[src/rtl/lock_sequencer.sv]
// Code-entry FSM for the digital lock: checks keypad digits against the code, times
// unlock/entry/lockout on ticks derived from the divided clock. Macro LOCK_CODE_PROG_EN adds code reprogramming.
module lock_sequencer #(
  parameter int DIGITS              = 4,
  parameter int DIGIT_W             = 4,
  parameter logic [DIGITS*DIGIT_W-1:0] CODE = 16'h1234,
  parameter int UNLOCK_TICKS        = 5,
  parameter int ENTRY_TIMEOUT_TICKS = 10,
  parameter int MAX_FAIL            = 3,
  parameter int LOCKOUT_TICKS       = 30
) (
  input  logic                          clk,
  input  logic                          rst,
  input  logic                          clkdiv_in,
  input  logic                          key_valid,
  input  logic [DIGIT_W-1:0]            key_code,
  input  logic                          key_clear,
  input  logic                          prog,
  output logic                          unlocked,
  output logic                          lockout,
  output logic                          error_pulse,
  output logic [$clog2(DIGITS+1)-1:0]   digit_count,
  output logic [$clog2(MAX_FAIL+1)-1:0] fail_count
);

  localparam int CW     = $clog2(DIGITS + 1);
  localparam int FW     = $clog2(MAX_FAIL + 1);
  localparam int CODE_W = DIGITS * DIGIT_W;
  localparam int T1     = (UNLOCK_TICKS > ENTRY_TIMEOUT_TICKS) ? UNLOCK_TICKS : ENTRY_TIMEOUT_TICKS;
  localparam int TMAX   = (T1 > LOCKOUT_TICKS) ? T1 : LOCKOUT_TICKS;
  localparam int TW     = $clog2(TMAX + 1);

  typedef enum logic [2:0] {S_IDLE, S_ENTRY, S_CHECK, S_UNLOCKED, S_ERROR, S_LOCKOUT} state_t;

  state_t               state;
  logic                 s1, s2, s3;
  logic                 tick;
  logic                 mismatch;
  logic [TW-1:0]        timer;
  logic [CODE_W-1:0]    active_code;
  logic [DIGIT_W-1:0]   code_digit;
  logic                 timer_run;

`ifdef LOCK_CODE_PROG_EN
  logic [CODE_W-1:0]    code_reg;
  logic [CODE_W-1:0]    new_code;
  logic [CW-1:0]        prog_count;
  assign active_code = code_reg;
  // The unlock timer stands still while a new code is being captured.
  assign timer_run   = tick & (prog_count == '0);
`else
  logic                 unused_prog;
  assign active_code = CODE;
  assign timer_run   = tick;
  assign unused_prog = prog;
`endif

  // The divided clock is only sampled; a rising edge becomes a one-cycle tick.
  assign tick = s2 & ~s3;

  // NOTE: always_comb gets a default before the loop so no path leaves code_digit unassigned (no latch).
  always_comb begin
    code_digit = '0;
    for (int i = 0; i < DIGITS; i++) begin
      if (digit_count == CW'(i)) code_digit = active_code[(DIGITS-1-i)*DIGIT_W +: DIGIT_W];
    end
  end

  // NOTE: all state updates use non-blocking assignments so every flop sees pre-edge values.
  always_ff @(posedge clk) begin
    if (rst) begin
      state       <= S_IDLE;
      s1          <= 1'b0;
      s2          <= 1'b0;
      s3          <= 1'b0;
      mismatch    <= 1'b0;
      timer       <= '0;
      unlocked    <= 1'b0;
      lockout     <= 1'b0;
      error_pulse <= 1'b0;
      digit_count <= '0;
      fail_count  <= '0;
`ifdef LOCK_CODE_PROG_EN
      code_reg    <= CODE;
      new_code    <= '0;
      prog_count  <= '0;
`endif
    end else begin
      s1          <= clkdiv_in;
      s2          <= s1;
      s3          <= s2;
      error_pulse <= 1'b0;
      case (state)
        S_IDLE: begin
          if (key_clear) begin
            digit_count <= '0;
          end else if (key_valid) begin
            state       <= S_ENTRY;
            mismatch    <= (key_code != code_digit);
            digit_count <= CW'(1);
            timer       <= '0;
          end
        end
        S_ENTRY: begin
          if (key_clear) begin
            state       <= S_IDLE;
            digit_count <= '0;
            timer       <= '0;
          end else if (key_valid) begin
            mismatch    <= mismatch | (key_code != code_digit);
            digit_count <= digit_count + CW'(1);
            timer       <= '0;
            if (digit_count == CW'(DIGITS - 1)) state <= S_CHECK;
          end else if (tick) begin
            if (timer == TW'(ENTRY_TIMEOUT_TICKS - 1)) begin
              state       <= S_IDLE;
              digit_count <= '0;
              timer       <= '0;
            end else begin
              timer <= timer + TW'(1);
            end
          end
        end
        S_CHECK: begin
          digit_count <= '0;
          timer       <= '0;
`ifdef LOCK_CODE_PROG_EN
          prog_count  <= '0;
`endif
          if (!mismatch) begin
            state      <= S_UNLOCKED;
            unlocked   <= 1'b1;
            fail_count <= '0;
          end else begin
            state       <= S_ERROR;
            error_pulse <= 1'b1;
            fail_count  <= fail_count + FW'(1);
          end
        end
        S_ERROR: begin
          if (fail_count == FW'(MAX_FAIL)) begin
            state   <= S_LOCKOUT;
            lockout <= 1'b1;
          end else begin
            state <= S_IDLE;
          end
        end
        S_UNLOCKED: begin
          if (key_clear) begin
            state    <= S_IDLE;
            unlocked <= 1'b0;
            timer    <= '0;
`ifdef LOCK_CODE_PROG_EN
          end else if (key_valid && (prog || prog_count != '0)) begin
            new_code <= {new_code[CODE_W-DIGIT_W-1:0], key_code};
            if (prog_count == CW'(DIGITS - 1)) begin
              code_reg   <= {new_code[CODE_W-DIGIT_W-1:0], key_code};
              prog_count <= '0;
              state      <= S_IDLE;
              unlocked   <= 1'b0;
              timer      <= '0;
            end else begin
              prog_count <= prog_count + CW'(1);
            end
`endif
          end else if (timer_run) begin
            if (timer == TW'(UNLOCK_TICKS - 1)) begin
              state    <= S_IDLE;
              unlocked <= 1'b0;
              timer    <= '0;
            end else begin
              timer <= timer + TW'(1);
            end
          end
        end
        S_LOCKOUT: begin
          if (tick) begin
            if (timer == TW'(LOCKOUT_TICKS - 1)) begin
              state      <= S_IDLE;
              lockout    <= 1'b0;
              fail_count <= '0;
              timer      <= '0;
            end else begin
              timer <= timer + TW'(1);
            end
          end
        end
        default: state <= S_IDLE;
      endcase
    end
  end

endmodule

[config.mk]
export PLATFORM = sky130hd
export DESIGN_NAME = lock_sequencer
export DESIGN_NICKNAME = d
export VERILOG_FILES = /design/src/rtl/lock_sequencer.sv
export SDC_FILE = /design/constraint.sdc
export NUM_CORES = 1
export LEC_CHECK = 0
export CELL_PAD_IN_SITES_DETAIL_PLACEMENT = 0
export CELL_PAD_IN_SITES_GLOBAL_PLACEMENT = 1
export CORE_MARGIN = 2
export CORE_UTILIZATION = 35
export DETAILED_ROUTE_END_ITERATION = 7
export DONT_BUFFER_PORTS = 1
export PLACE_DENSITY_LB_ADDON = 0.1
export REMOVE_ABC_BUFFERS = 1
export SYNTH_ARGS = -nofsm -noshare
export SYNTH_HDL_FRONTEND = slang
export SYNTH_SLANG_ARGS = --single-unit
[constraint.sdc]
create_clock -name clk -period 2.4 [get_ports clk]
set_input_delay 0.36 -clock clk [delete_from_list [all_inputs] [get_ports clk]]
set_output_delay 0.36 -clock clk [all_outputs]
set_load 0.03 [all_outputs]
==> metrics.md, run 1 <==
| Metric | Value |
|---|---|
| Required time at the endpoint of the critical path | `around 2600 ps` |
| Drt drc | `0` |
| Final number of max-transition violations | `0` |
| Critical Path Start Type | `flop` |
| Average cell area after synthesis | `7.97 um2` |
| Number of optimization iterations in the first detailed-route pass | `4` |
| Terminus of the critical flop-to-flop path | `mismatch` |
| Synthesis-to-layout area growth | `6.81%` |
| Quantity of gates resized following cts | `0` |
| Worst relative slew slack | `0.554` |
| Antenna Nets Post-Route | `0` |
| Vias/cell | `between 5 and 6` |
| Count of different cell masters after synthesis | `40` |
| Total clock buffers created by CTS | `3` |
| Signal arrival time at the worst endpoint | `2090 ps` |
| Biggest fanout along the worst timing path | `4` |
| H-Tree Level Count | `1` |
| Final instance count without filler cells | `just over 200` |
| Worst Path Class, Setup | `flop to flop` |
| Routed length per placed instance | `between 10 and 15 um` |
| Clock transition time at the flip-flop clock pins of the worst setup and hold paths | `roughly 100 ps` |
| Clock tree from TritonCTS | `built` |
| Transition at the pin with the smallest max-transition slack | `667 ps` |
| Most common flop cell mapped by yosys | `sky130_fd_sc_hd__dfxtp_1` |
| Setup repair after global routing missed its margin | `false` |
| Max rail drop VDD | `about 0.00030 V` |
| Overflow left after global routing | `0` |
| Overall routing resource usage | `0.145` |
| Sink of the worst hold path | `timer[0]` |
| Final hold viol count | `0` |
| Synth top cells by count | `sky130_fd_sc_hd__dfxtp_1, sky130_fd_sc_hd__nor2_1, sky130_fd_sc_hd__a21oi_1, sky130_fd_sc_hd__nand2_1` |
| Outcome | `finished clean` |
| DR vias | `around 1100` |
| Placement row count | `21` |
| Total instance count after detailed placement | `about 200` |
| Fraction of final layout cells with drive strength greater than 1 | `0.0688` |
| Time the final worst path needs with I/O delays and setup | `1910 ps` |
| Sum of net half-perimeters after detailed placement | `2100 um` |
| Global-route wire length before repair | `approximately 4800 um` |
| Y dimension of the die | `~64 um` |
| Largest net degree at the start of global routing | `24` |
| Busiest layer in global routing | `met2` |
| Crit Reg-Reg Startpoint | `digit_count[2]` |
| Post-synthesis instance total | `roughly 160` |
| FF-to-FF path depth | `7` |
| Proportion of synthesized flip-flops having asynchronous set or reset | `0` |
| Fraction of the cycle the final worst path needs | `0.797` |
| Pwr/cell area | `about 600 nW/um2` |
| Buffer type at the clock tree root | `sky130_fd_sc_hd__clkbuf_4` |
| Die outline area | `around 4100 um2` |
| Post-CTS setup buffers | `0` |
| Proportion of synthesized chip area in sequential cells | `0.316` |
| Endpoint class of the critical path | `flop` |
| Standard cell core area | `approximately 3400 um2` |
| Worst hold slack | `~120 ps` |
| Cell type with the highest aggregate area in the netlist | `sky130_fd_sc_hd__dfxtp_1` |
| Initial core utilization | `0.371` |
| Clock network latency to the later pin of the worst-skew pair | `~290 ps` |
| Final-layout fill cell count | `about 360` |
| Number of enable flip-flop cells after synthesis | `0` |
| Standby leakage power | `between 0.4 and 0.5 nW` |
| Total length of routed wires | `approximately 2700 um` |
| Fin Clk Skew | `slightly above 2 ps` |
| Diodes inserted | `0` |
| Total negative slack for setup checks | `0 ps` |
| Number of maximum-capacitance constraint violations | `0` |
| Met1 capacity usage during global routing | `0.177` |
| Mapped Area | `roughly 1300 um2` |
| Number of instances on the worst hold path | `1` |
| Top-Level Pins | `18` |
| YS warnings | `0` |
| Origin of the worst min-delay path | `rst` |
| Number of antenna violations at the first check in global routing | `0` |
| Number of input and output port buffers inserted | `0` |
| Met3 capacity usage during global routing | `0.0440` |
| Register-to-register setup slack | `490 ps` |
| CTS Hold Buffers Added | `0` |
| Seq. cell area | `400 um2` |
| Top cells by area in the synthesized netlist | `sky130_fd_sc_hd__dfxtp_1, sky130_fd_sc_hd__ha_1, sky130_fd_sc_hd__a21oi_1` |
| Combined area of the multi-input logic cells | `around 790 um2` |
| Gp weighted congestion | `0.866` |
| Final setup violating endpoints | `0` |
| Synthesis-stage register bit count | `20` |
| Portion of synthesized cell area occupied by the leading cell type | `0.316` |
| Horizontal die dimension | `around 64 um` |
| GR Util met2 | `0.241` |
| Maximum root-to-sink buffer count | `2` |
| Final net count | `181` |
| Most repeated cell in the gate-level netlist after synthesis | `sky130_fd_sc_hd__dfxtp_1` |
| Number of global-route vias before repair | `about 1100` |
| CTS sink cnt | `20` |
| Detailed Route Iter0 Violations | `60` |
| Max Clock Freq | `approximately 520 MHz` |
| Worst min-delay path class | `input pin to flop` |
cell families (layout without fill, tap and decap cells):
group,after synthesis,in the layout,share of synthesized area
AO/OA/AOI/OAI,37,37,0.192
XOR/XNOR,1,1,0.00691
adder cells (fa/ha/maj),9,9,0.0888
buffers and inverters,17,18,0.0572
flip-flops,20,20,0.316
multiplexers,3,3,0.0276
AND/OR/NAND/NOR,72,72,0.312
power by group:
group | internal [mW] | total (mW) | switching, mW
sequential | 0.352 | 0.378 | 0.0261
combinational | 0.130 | 0.281 | 0.151
clock | 0.0584 | 0.154 | 0.0953
critical path, stage by stage, from the launching register on:
cell and delay, ps:
sky130_fd_sc_hd__dfxtp_1 580, sky130_fd_sc_hd__inv_1 110, sky130_fd_sc_hd__ha_1 280, sky130_fd_sc_hd__nor2_1 180
sky130_fd_sc_hd__a21oi_1 100, sky130_fd_sc_hd__o32a_1 290, sky130_fd_sc_hd__o22ai_1 160, sky130_fd_sc_hd__a311oi_1 100
state kept, by name, summed over array words and instances (netlist names):
| register | cells |
|---|---|
| digit_count | 3 |
| state | 3 |
| s2 | 1 |
| timer | 5 |
| error_pulse | 1 |
| s3 | 1 |
| lockout | 1 |
| unlocked | 1 |
| s1 | 1 |
| mismatch | 1 |
| fail_count | 2 |
cells in the final DEF, fill, tap and decap left out, drive strengths merged, types with 3 or more instances in the layout:
master | Yosys | final
a21oi | 12 | 12
buf | 2 | 6
clkbuf | 6 | 3
dfxtp | 20 | 20
ha | 9 | 9
inv | 9 | 9
nand2 | 12 | 12
nand2b | 7 | 7
nand3 | 8 | 8
nor2 | 14 | 14
nor2b | 9 | 9
nor3 | 7 | 7
nor3b | 3 | 3
o21ai | 6 | 6
per-layer routing:
layer | part of all wire | vias up
li1 | - | 571
met1 | 0.50 | 517
met2 | 0.45 | 16
met3 | 0.035 | 4
met4 | 0.015 | 0
met5 | 0 | -
worst max-delay path by stage:
stage              startpoint       end  slack, ps
6_report       digit_count[2]  mismatch        490
5_1_grt        digit_count[2]  mismatch        290
4_1_cts        digit_count[2]  mismatch        490
3_5_place_dp   digit_count[2]  mismatch        490
3_3_place_gp         state[2]  state[0]        520
2_1_floorplan  digit_count[0]  state[0]        440
per-stage QoR:
step                       util  worst slack, ps  instance area [um2]  power, mW
final                     0.396              488                 1350      0.812
after CTS                 0.396              486                 1350      0.826
after floorplan               -              438                 1230      0.591
after detailed placement  0.390              493                 1330      0.668
after global routing      0.396              289                 1350      0.876
after global placement    0.390              525                 1330      0.668
final cells by class:
class                      instances  area share
multi-input combinational        122       0.587
tap                               46      0.0425
clock buffer                       3      0.0166
sequential                        20       0.296
inverter                           9      0.0250
timing repair buffer               6      0.0333
Power figures use the tool's default switching activity.
==> run 2, diff against run 1 <==
==> constraint.sdc (replaced) <==
create_clock -name clk -period 1.92 [get_ports clk]
set_input_delay 0.288 -clock clk [delete_from_list [all_inputs] [get_ports clk]]
set_output_delay 0.288 -clock clk [all_outputs]
set_load 0.03 [all_outputs]
==> run 2 against run 1 <==
Effect of this change: via count increased by 2.1%; combinational power increased by 43%; cell area rose by 7.7%; core utilization rose by 3.0 points; largest cell class unchanged; highest routed layer unchanged.
==> metrics.md, run 2 (synthesis results as in run 1) <==
| Metric | Value |
|---|---|
| Overflow left after global routing | `0 (unchanged)` |
| Combinational group share of total power | `0.378 (was 0.346)` |
| Standby leakage power | `0.544 nW (was 0.486 nW)` |
| Final setup violating endpoints | `0 (unchanged)` |
| Power Internal | `0.711 mW (was 0.540 mW)` |
| Sequential group share of total power | `0.442 (was 0.465)` |
| Final instance count without filler cells | `216 (was 206)` |
| Worst Path Class, Setup | `flop to flop (unchanged)` |
| Vias/cell | `5.24 (was 5.38)` |
| Detailed Route Iter0 Violations | `89 (was 60)` |
| Origin of the worst min-delay path | `rst (unchanged)` |
| Largest net degree at the start of global routing | `24 (unchanged)` |
| Clock transition time at the flip-flop clock pins of the worst setup and hold paths | `110 ps (was 100 ps)` |
| Terminus of the critical flop-to-flop path | `state[0] (was mismatch)` |
| Kind of cell adding the most delay to the critical path | `compound AO/OA/AOI/OAI gates (unchanged)` |
| Clock network fraction of total power | `0.180 (was 0.189)` |
| Number of antenna violations at the first check in global routing | `0 (unchanged)` |
| Final number of max-transition violations | `0 (unchanged)` |
| Sum of net half-perimeters after detailed placement | `2180 um (was 2100 um)` |
| Initial core utilization | `0.371 (unchanged)` |
| Clock tree from TritonCTS | `built (unchanged)` |
| Pwr/cell area | `731 nW/um2 (was 600 nW/um2)` |
| Y dimension of the die | `64.2 um (unchanged)` |
| Overall routing resource usage | `0.150 (was 0.145)` |
| Buffer type at the clock tree root | `sky130_fd_sc_hd__clkbuf_4 (unchanged)` |
| Max rail drop VDD | `0.000457 V (was 0.000303 V)` |
| Placement row count | `21 (unchanged)` |
| Register-to-register setup slack | `110 ps (was 490 ps)` |
| Biggest fanout along the worst timing path | `4 (unchanged)` |
| Total length of routed wires | `2840 um (was 2740 um)` |
| Top-Level Pins | `18 (unchanged)` |
| Die outline area | `4120 um2 (unchanged)` |
| Max Clock Freq | `553 MHz (was 523 MHz)` |
| CTS Hold Buffers Added | `0 (unchanged)` |
| Antenna Nets Post-Route | `0 (unchanged)` |
| Drt drc | `0 (unchanged)` |
| Clock network latency to the later pin of the worst-skew pair | `290 ps (about the same)` |
| FF-to-FF path depth | `6 (was 7)` |
| DR vias | `1131 (was 1108)` |
| Final hold viol count | `0 (unchanged)` |
| Fraction of the cycle the final worst path needs | `0.941 (was 0.797)` |
| Total instance count after detailed placement | `210 (was 203)` |
| H-Tree Level Count | `1 (unchanged)` |
| Signal arrival time at the worst endpoint | `2000 ps (was 2090 ps)` |
| Number of maximum-capacitance constraint violations | `0 (unchanged)` |
| Register ranked first by flip-flop count | `timer (unchanged)` |
| Fin Clk Skew | `5.92 ps (was 2.06 ps)` |
| Leading cell type in the layout, fill and taps excluded | `sky130_fd_sc_hd__dfxtp_1 (unchanged)` |
| Gp weighted congestion | `0.844 (was 0.866)` |
| Number of optimization iterations in the first detailed-route pass | `4 (unchanged)` |
| Fraction of final layout cells with drive strength greater than 1 | `0.159 (was 0.0688)` |
| Cell chain of the critical path | `inv_1, ha_1, nand4bb_1, a221o_1, a211o_1, mux2_4 (was inv_1, ha_1, nor2_1, a21oi_1, o32a_1, o22ai_1, a311oi_1)` |
| Worst relative slew slack | `0.737 (was 0.554)` |
| Number of global-route vias before repair | `1097 (was 1082)` |
| Flip-flop count of the largest register after layout | `5 (unchanged)` |
| Worst min-delay path class | `input pin to flop (unchanged)` |
| Total clock buffers created by CTS | `3 (unchanged)` |
| Required time at the endpoint of the critical path | `2110 ps (was 2580 ps)` |
| Horizontal die dimension | `64.2 um (unchanged)` |
| Sink of the worst hold path | `timer[0] (unchanged)` |
| Crit Reg-Reg Startpoint | `timer[0] (was digit_count[2])` |
| Outcome | `finished clean (unchanged)` |
| Maximum root-to-sink buffer count | `2 (unchanged)` |
| Routed length per placed instance | `13.1 um (was 13.3 um)` |
| Cell with the largest stage delay on the worst path | `sky130_fd_sc_hd__dfxtp_4 (was sky130_fd_sc_hd__dfxtp_1)` |
| Final net count | `191 (was 181)` |
| Number of input and output port buffers inserted | `0 (unchanged)` |
| Pwr Total | `1.07 mW (was 0.812 mW)` |
| CTS sink cnt | `20 (unchanged)` |
| Combined buffer and inverter count along the critical path | `1 (unchanged)` |
| Number of instances on the worst hold path | `1 (unchanged)` |
| Final-layout fill cell count | `352 (was 362)` |
| Critical Path Start Type | `flop (unchanged)` |
| Standard cell core area | `3420 um2 (unchanged)` |
| Transition at the pin with the smallest max-transition slack | `394 ps (was 667 ps)` |
| Time the final worst path needs with I/O delays and setup | `1810 ps (was 1910 ps)` |
| Commonest cells after routing, fill and taps aside | `sky130_fd_sc_hd__dfxtp_1, sky130_fd_sc_hd__buf_4, sky130_fd_sc_hd__nor2_1 (was sky130_fd_sc_hd__dfxtp_1, sky130_fd_sc_hd__nor2_1, sky130_fd_sc_hd__nand2_1, sky130_fd_sc_hd__a21oi_1)` |
| Regs by FF count | `timer (5), digit_count (3), state (3) (unchanged)` |
| Synthesis-to-layout area growth | `15.0% (was 6.81%)` |
| Switching pwr | `0.355 mW (was 0.272 mW)` |
| Diodes inserted | `0 (unchanged)` |
| Endpoint class of the critical path | `flop (unchanged)` |
| Crit path largest cell delay | `370 ps (was 580 ps)` |
| Worst hold slack | `44.5 ps (was 119 ps)` |
| Global-route wire length before repair | `4980 um (was 4820 um)` |
| Switching share of total power | `0.333 (was 0.335)` |
==> run 2: cell types whose count changed in the layout (fill, tap and decap cells not counted) <==
| cell | previous run | this run |
|---|---|---|
| sky130_fd_sc_hd__buf_4 | 6 | 16 |
| sky130_fd_sc_hd__dfxtp_1 | 20 | 18 |
| sky130_fd_sc_hd__dfxtp_2 | 0 | 1 |
| sky130_fd_sc_hd__dfxtp_4 | 0 | 1 |
| sky130_fd_sc_hd__ha_1 | 9 | 8 |
| sky130_fd_sc_hd__ha_4 | 0 | 1 |
| sky130_fd_sc_hd__inv_1 | 9 | 8 |
| sky130_fd_sc_hd__inv_2 | 0 | 1 |
| sky130_fd_sc_hd__nor3b_1 | 3 | 2 |
| sky130_fd_sc_hd__nor3b_2 | 0 | 1 |
| sky130_fd_sc_hd__nor4b_1 | 2 | 1 |
| sky130_fd_sc_hd__nor4b_2 | 0 | 1 |
==> run 2: worst reg2reg max path, cell delays in order, from the launching register on <==
cell and delay, ps:
sky130_fd_sc_hd__dfxtp_4 370, sky130_fd_sc_hd__inv_1 80, sky130_fd_sc_hd__ha_1 140, sky130_fd_sc_hd__nand4bb_1 140, sky130_fd_sc_hd__a221o_1 340, sky130_fd_sc_hd__a211o_1 330, sky130_fd_sc_hd__mux2_4 310
==> run 2: worst max-delay path by stage <==
stage,from,to,cells past startpoint,slack (ps)
floorplan,digit_count[0],state[0],7,-40
global placement,state[0],state[0],5,110
detailed placement,timer[0],state[0],6,90
CTS,timer[0],state[0],6,70
global route,timer[0],state[0],6,-20
finish,timer[0],state[0],6,110
==> run 2: power by group through the flow <==
stage | Combinational [mW] | Clock, mW | Sequential, mW
finish | 0.403 | 0.192 | 0.471
global route | 0.442 | 0.222 | 0.475
CTS | 0.391 | 0.206 | 0.470
detailed placement | 0.390 | 0 | 0.480
global placement | 0.385 | 0 | 0.480
floorplan | 0.241 | 0 | 0.498
==> run 2: layer usage <==
metal	wire (um)	part of all wire	global-route usage
met2	1310	0.46	0.249
met3	119	0.042	0.0387
met5	0	0	0
met1	1390	0.49	0.197
met4	17	0.0060	0.0293
==> run 2: area by class of cell <==
type / count / area [um2] / area share
multi-input cells: 122 / 818 / 0.561
flip-flops and latches: 20 / 405 / 0.278
repair buffers: 16 / 120 / 0.0824
well taps: 46 / 57.6 / 0.0395
inverters: 9 / 33.8 / 0.0232
clock buffers: 3 / 22.5 / 0.0155
==> run 2: per-stage QoR <==
step	TNS [ps]	setup slack, ps	cell area (um2)	util
final	0	113	1460	0.427
after floorplan	-42.2	-42.2	1230	-
after global routing	-16.4	-16.4	1460	0.427
after detailed placement	0	90.6	1380	0.405
after CTS	0	72.4	1410	0.412
after global placement	0	114	1380	0.405
==> run 2: repair_timing <==
item                                    CTS  global route
buffers inserted                          0             3
resized for setup                         0             8
endpoints found under the setup margin    0             1
==> run 3, diff against run 2 <==
--- a/config.mk
+++ b/config.mk
@@ -9,6 +9,7 @@
 export CELL_PAD_IN_SITES_GLOBAL_PLACEMENT = 1
 export CORE_MARGIN = 2
 export CORE_UTILIZATION = 35
+export CTS_CLUSTER_SIZE = 28
 export DETAILED_ROUTE_END_ITERATION = 7
 export DONT_BUFFER_PORTS = 1
 export PLACE_DENSITY_LB_ADDON = 0.1
==> results of run 3 <==
The final DEF is identical to that of run 2; final timing and power are the same.
